--- src/rtl/fetch_pkg.sv ---
// Shared types and constants for the instruction-fetch sequencer.
package fetch_pkg;

  localparam int unsigned PC_W    = 64;
  localparam int unsigned INSTR_W = 32;

  localparam logic [PC_W-1:0] PC_INC        = 64'd4;
  localparam logic [PC_W-1:0] PC_ALIGN_MASK = ~64'h3;

  typedef enum logic [1:0] {
    IDLE  = 2'd0,
    REQ   = 2'd1,
    WAIT  = 2'd2,
    DRAIN = 2'd3
  } fetch_state_e;

  typedef struct packed {
    logic [PC_W-1:0]    pc;
    logic [INSTR_W-1:0] instr;
  } fetch_entry_t;

  function automatic logic [PC_W-1:0] pc_align(input logic [PC_W-1:0] pc);
    return pc & PC_ALIGN_MASK;
  endfunction

  function automatic logic [31:0] sat_inc32(input logic [31:0] v, input logic en);
    return (en && (v != 32'hFFFF_FFFF)) ? v + 32'd1 : v;
  endfunction

endpackage

--- src/rtl/fetch_buffer.sv ---
// Small FIFO of {pc, instr} between the fetch sequencer and decode.
// Flush wins over push/pop; pop on empty and push on full are ignored.
module fetch_buffer
  import fetch_pkg::*;
#(
  parameter int unsigned DEPTH = 2,
  localparam int unsigned CNT_W = $clog2(DEPTH + 1)
) (
  input  logic             clk,
  input  logic             reset,
  input  logic             push,
  input  fetch_entry_t     push_entry,
  input  logic             pop,
  input  logic             flush,
  output logic [CNT_W-1:0] count,
  output logic             head_valid,
  output fetch_entry_t     head
);

  localparam int unsigned PTR_W = (DEPTH > 1) ? $clog2(DEPTH) : 1;

  fetch_entry_t     mem_q [DEPTH];
  logic [PTR_W-1:0] rd_ptr_q, rd_ptr_d;
  logic [PTR_W-1:0] wr_ptr_q, wr_ptr_d;
  logic [CNT_W-1:0] count_q, count_d;
  logic             do_push, do_pop;

  // Pointer and occupancy update; depth is a power of two so pointers wrap naturally.
  always_comb begin
    do_push  = push && (count_q != CNT_W'(DEPTH));
    do_pop   = pop && (count_q != '0);
    rd_ptr_d = rd_ptr_q;
    wr_ptr_d = wr_ptr_q;
    count_d  = count_q;
    if (flush) begin
      rd_ptr_d = '0;
      wr_ptr_d = '0;
      count_d  = '0;
    end else begin
      if (do_push) wr_ptr_d = wr_ptr_q + 1'b1;
      if (do_pop)  rd_ptr_d = rd_ptr_q + 1'b1;
      count_d = count_q + CNT_W'(do_push) - CNT_W'(do_pop);
    end
  end

  // Control registers.
  always_ff @(posedge clk or negedge reset) begin
    if (!reset) begin
      rd_ptr_q <= '0;
      wr_ptr_q <= '0;
      count_q  <= '0;
    end else begin
      rd_ptr_q <= rd_ptr_d;
      wr_ptr_q <= wr_ptr_d;
      count_q  <= count_d;
    end
  end

  // Entry storage; contents are only observed through the gated head.
  always_ff @(posedge clk) begin
    if (do_push && !flush) mem_q[wr_ptr_q] <= push_entry;
  end

  assign count      = count_q;
  assign head_valid = (count_q != '0);
  assign head       = head_valid ? mem_q[rd_ptr_q] : '0;

endmodule

--- src/rtl/fetch_sequencer.sv ---
// Stall- and redirect-aware PC sequencer with one outstanding imem request.
// Define FETCH_SEQ_PERF_EN to add saturating fetch/stall/kill counters.
//
// state | meaning
// IDLE  | just out of reset, request next cycle
// REQ   | issue a request at pc when buffer credit allows
// WAIT  | request in flight, response will be buffered
// DRAIN | request in flight was killed by a redirect, response dropped
module fetch_sequencer
  import fetch_pkg::*;
#(
  parameter logic [PC_W-1:0] RESET_PC  = 64'h0,
  parameter int unsigned     BUF_DEPTH = 2
) (
  input  logic               clk,
  input  logic               reset,
  input  logic               redirect_valid,
  input  logic [PC_W-1:0]    redirect_pc,
  output logic               imem_req,
  output logic [PC_W-1:0]    imem_addr,
  input  logic               imem_rvalid,
  input  logic [INSTR_W-1:0] imem_rdata,
  output logic               id_valid,
  input  logic               id_ready,
  output logic [INSTR_W-1:0] id_instr,
  output logic [PC_W-1:0]    id_pc,
  output logic [PC_W-1:0]    id_pc_plus4
`ifdef FETCH_SEQ_PERF_EN
  ,
  output logic [31:0]        perf_fetch_cnt,
  output logic [31:0]        perf_stall_cnt,
  output logic [31:0]        perf_kill_cnt
`endif
);

  localparam int unsigned CNT_W = $clog2(BUF_DEPTH + 1);

  fetch_state_e     state_q, state_d;
  logic [PC_W-1:0]  pc_q, pc_d;
  logic [CNT_W-1:0] buf_count;
  logic             buf_valid;
  fetch_entry_t     buf_head, push_entry;
  logic             credit_ok, issue, resp_live, push;

  // Next state and PC; a redirect overrides whatever the state would do.
  // Only REQ issues, so nothing is in flight there and occupancy alone is the credit.
  always_comb begin
    credit_ok  = buf_count < CNT_W'(BUF_DEPTH);
    issue      = (state_q == REQ) && credit_ok;
    resp_live  = imem_rvalid && ((state_q == WAIT) || (state_q == DRAIN));
    push       = resp_live && (state_q == WAIT) && !redirect_valid;
    push_entry = '{pc: pc_q, instr: imem_rdata};
    state_d    = state_q;
    pc_d       = pc_q;
    case (state_q)
      IDLE:  state_d = REQ;
      REQ:   if (issue) state_d = WAIT;
      WAIT:  if (imem_rvalid) begin
               state_d = REQ;
               pc_d    = pc_q + PC_INC;
             end
      DRAIN: if (imem_rvalid) state_d = REQ;
      default: state_d = IDLE;
    endcase
    if (redirect_valid) begin
      pc_d = pc_align(redirect_pc);
      if (resp_live)
        state_d = REQ;
      else if (issue || (state_q == WAIT) || (state_q == DRAIN))
        state_d = DRAIN;
      else
        state_d = REQ;
    end
  end

  // Sequencer registers.
  always_ff @(posedge clk or negedge reset) begin
    if (!reset) begin
      state_q <= IDLE;
      pc_q    <= RESET_PC;
    end else begin
      state_q <= state_d;
      pc_q    <= pc_d;
    end
  end

  fetch_buffer #(.DEPTH(BUF_DEPTH)) u_buf (
    .clk        (clk),
    .reset      (reset),
    .push       (push),
    .push_entry (push_entry),
    .pop        (id_ready),
    .flush      (redirect_valid),
    .count      (buf_count),
    .head_valid (buf_valid),
    .head       (buf_head)
  );

  assign imem_req    = issue;
  assign imem_addr   = pc_q;
  assign id_valid    = buf_valid;
  assign id_instr    = buf_head.instr;
  assign id_pc       = buf_head.pc;
  assign id_pc_plus4 = buf_valid ? buf_head.pc + PC_INC : '0;

`ifdef FETCH_SEQ_PERF_EN
  logic [31:0] perf_fetch_q, perf_fetch_d;
  logic [31:0] perf_stall_q, perf_stall_d;
  logic [31:0] perf_kill_q,  perf_kill_d;

  // Saturating event counters.
  always_comb begin
    perf_fetch_d = sat_inc32(perf_fetch_q, push);
    perf_stall_d = sat_inc32(perf_stall_q, (state_q == REQ) && !credit_ok);
    perf_kill_d  = sat_inc32(perf_kill_q, resp_live && !push);
  end

  // Counter registers.
  always_ff @(posedge clk or negedge reset) begin
    if (!reset) begin
      perf_fetch_q <= '0;
      perf_stall_q <= '0;
      perf_kill_q  <= '0;
    end else begin
      perf_fetch_q <= perf_fetch_d;
      perf_stall_q <= perf_stall_d;
      perf_kill_q  <= perf_kill_d;
    end
  end

  assign perf_fetch_cnt = perf_fetch_q;
  assign perf_stall_cnt = perf_stall_q;
  assign perf_kill_cnt  = perf_kill_q;
`endif

endmodule

--- config.mk ---
export PLATFORM = sky130hd
export DESIGN_NAME = fetch_sequencer
export DESIGN_NICKNAME = d
export VERILOG_FILES = /design/src/rtl/fetch_pkg.sv /design/src/rtl/fetch_buffer.sv /design/src/rtl/fetch_sequencer.sv
export SDC_FILE = /design/constraint.sdc
export NUM_CORES = 1
export LEC_CHECK = 0
export ABC_AREA = 1
export BUFFER_PORTS_ARGS = -buffer_cell sky130_fd_sc_hd__buf_2
export CORE_UTILIZATION = 35
export CTS_BUF_LIST = sky130_fd_sc_hd__clkbuf_4
export DETAILED_ROUTE_END_ITERATION = 6
export HOLD_SLACK_MARGIN = 0.08
export PLACE_DENSITY = 0.56
export SLEW_MARGIN = 20
export SYNTH_ARGS = -nofsm -noshare
export SYNTH_HDL_FRONTEND = slang
export SYNTH_SLANG_ARGS = --single-unit
--- constraint.sdc ---
create_clock -name clk -period 11.1 [get_ports clk]
set_input_delay 2.775 -clock clk [delete_from_list [all_inputs] [get_ports clk]]
set_output_delay 2.775 -clock clk [all_outputs]
set_load 0.01 [all_outputs]
==> run metrics <==
status=complete, no violations; share of layout cells above drive strength 1=21.24%; Synth async-reset ratio=26.56%; post-CTS sizing=0; Worst Hold Depth=2; WHS Endpoint=state_q[0]; drt wl/cell=18.31 um; CP Max Fanout=50; post-route clock period utilization=64.15%; maximum clock insertion buffer count=3; Die Ht=208.0 um; vias in the first global route=13540; r2r setup slk=7.43 ns; row cnt=75; number of synthesized flops with an enable pin=188; Worst VDD drop=0.1789 mV; CTS tree=yes; Seq cells post-synth=256; Top Ports=327; CP required=8.33 ns; global-route wire length before repair=79.27 mm; total number of vias=14240; post-synthesis area per instance=7.689 um^2; Maximum Capacitance Violations=0; Final Util=42.67%; Power, Total=3.705 mW; count leader, synth=nand2_1; Port Buf Inserts=318; Synth top area share=38.02%; antenna violations before repair=2; final hold vios=0; CP Capture Type=output port; total track usage=24.19%; Critical Path Start Type=flip-flop; switch share=43.75%; FMAX=140.4 MHz; crit path kind=reg -> out; Fillers=4320; Worst Skew=0.06571 ns; Final HPWL DP=39.26 mm; vias per cell=4.958; pwr/cell area=207.5 nW/um^2; combinational group share of total power=41.8%; dominant synthesized flop cell=edfxtp_1; Num CTS Buffers=74; DR iter-0 viols=1065; NetSw=1.621 mW; sequential power share=34.0%; Worst Hold Launch=state_q[0]; final net count=2384; Die ar.=43250 um^2; Reg clk slew, reported paths=0.06 ns; total wire length=52.60 mm; R2R depth=8; placed instance count=2742; final count of negative-setup-slack endpoints=0; arrival time worst endpoint=4.35 ns; clock share of power=24.3%; drt pass-1 iters=7; Routed Antenna Nets=0; Core ar.=41850 um^2; Cell Count, Final, Fillers Out=2873; worst hold path class=reg -> reg; CTS sink count=256; setup TNS=0 ns; largest net degree at the start of global routing=119; fin crit period=7.121 ns; Synthesis Warnings=0; Distinct cells, synth=42; Least-Margin Pin Slew=1.092 ns; P_int=2.084 mW; Critical R2R Capture=u_buf.mem_q[1][82]; Setup Buffers After CTS=0; worst r2r src=state_q[0]; register area share after synthesis=49.49%; grt ovf=0; Syn Inst Count=1931; RSZ-0062 raised after global routing=false; final count of pins violating max slew=0; synth top area cells=edfxtp_1, nand2_1, dfrtp_1; Post-synth top cells=nand2_1, nor2_1, inv_1; # DRC=0; Leak=8.457 nW; area leader, netlist=edfxtp_1; hold_buf cts=0; clock root buffer=clkbuf_4; Die W=208.0 um; Post-Syn Area=14850 um^2; H-tree depth=3; Starting Density=35.47%; Rel. slew slack=27.02%; Layout area overhead=20.29%; clock latency on the worst-skew pair=0.73 ns; placer congestion estimate=0.9104
==> layer usage <==
layer	wire (um)	vias to the layer above	GRT usage [%]
li1	-	6964	-
met5	0	-	0
met3	3618	71	4.075
met4	1226	0	7.842
met1	24450	6632	34.04
met2	23300	576	37.84
==> registers in the layout, indices dropped and copies added, names as in the netlist <==
signal and cells:
u_buf.rd_ptr_q 1, u_buf.mem_q 188, u_buf.wr_ptr_q 1, imem_addr 62, u_buf.count 2, state_q 2
==> cell type report <==
type / instances / area (um^2) / share of cell area [%]
Antenna cell: 3 / 7.507 / 0.04203
Multi-Input combinational cell: 1388 / 6322 / 35.40
Tap cell: 539 / 674.4 / 3.776
Clock inverter: 17 / 125.1 / 0.7006
Timing Repair Buffer: 330 / 1682 / 9.416
Sequential cell: 256 / 7351 / 41.16
Clock buffer: 111 / 833.3 / 4.666
Inverter: 229 / 864.6 / 4.841
==> through the flow <==
step	cell area [um^2]	worst slack (ns)	hold slack (ns)
5_1_grt	17860	3.544	0.5762
3_3_place_gp	16890	4.591	0.5068
6_report	17860	3.979	0.5465
2_1_floorplan	14870	3.170	0.4812
4_1_cts	17850	3.750	0.5478
3_5_place_dp	16890	4.537	0.5348
==> power groups by stage <==
stage                     combinational, mW  clock, mW  sequential (mW)
after floorplan                       0.982          0             1.22
after CTS                              1.55      0.932             1.25
final                                  1.55      0.900             1.26
after detailed placement               1.55          0             1.27
after global routing                   1.71      0.980             1.27
after global placement                 1.54          0             1.27
==> cell families (layout without fill, tap and decap cells) <==
family | after synthesis | in the layout | synth area share (%)
and+or+nand+nor | 1190 | 1190 | 33.54
AOI/OAI and AO/OA | 133 | 133 | 5.174
buffers and inverters | 292 | 687 | 8.192
other | 1 | 9 | 0.02526
DFF | 256 | 256 | 49.49
adders and majority gates | 4 | 4 | 0.3371
xor gates and xnor gates | 55 | 55 | 3.245
==> placed cells by master (no fill, tap or decap), types with 3 or more instances in the layout <==
| cell | Yosys | routed |
|---|---|---|
| nand2_1 | 681 | 681 |
| buf_2 | 13 | 318 |
| nor2_1 | 233 | 231 |
| inv_1 | 219 | 219 |
| edfxtp_1 | 188 | 188 |
| nand3_1 | 169 | 169 |
| clkbuf_4 | 0 | 111 |
| dfrtp_1 | 68 | 67 |
| xor2_1 | 48 | 48 |
| a21oi_1 | 44 | 44 |
| o21ai_0 | 43 | 43 |
| nand4_1 | 38 | 38 |
| nor3_1 | 33 | 33 |
| o211ai_1 | 13 | 13 |
| buf_4 | 13 | 12 |
| nor2_2 | 12 | 11 |
| clkinv_1 | 2 | 10 |
| inv_2 | 7 | 9 |
| o21ai_1 | 9 | 9 |
| nand2_2 | 7 | 7 |
| nor2_4 | 4 | 7 |
| xnor2_1 | 7 | 7 |
| o21bai_1 | 7 | 7 |
| conb_1 | 1 | 6 |
| o221ai_1 | 5 | 5 |
| nand3_2 | 4 | 4 |
| a22o_1 | 4 | 4 |
| ha_1 | 4 | 4 |
| clkinv_2 | 0 | 4 |
| diode_2 | 0 | 3 |
==> how the worst max path moves through the flow <==
stage,from,endpoint,slack [ns],cells after the start
after floorplan,imem_rvalid,u_buf.mem_q[0][0],3.17,6
after global placement,u_buf.count[1],id_pc_plus4[56],4.59,14
after detailed placement,u_buf.count[1],id_pc_plus4[56],4.54,14
after CTS,u_buf.count[1],id_pc_plus4[56],3.75,14
after global routing,u_buf.rd_ptr_q,id_pc_plus4[53],3.54,13
final,u_buf.rd_ptr_q,id_pc_plus4[56],3.98,12
==> worst max-delay path: stages (launching register included) <==
cell and delay, ns:
dfrtp_4 0.65, inv_2 0.66, buf_4 0.61, nand2_2 0.10
a21oi_1 0.38, nand2_2 0.11, nor2_4 0.17, nand4_1 0.23
nor2_1 0.35, nand2_1 0.09, nand2_1 0.06, nand2_1 0.04
buf_2 0.13
Note: power is estimated with default switching activity, not from simulation.
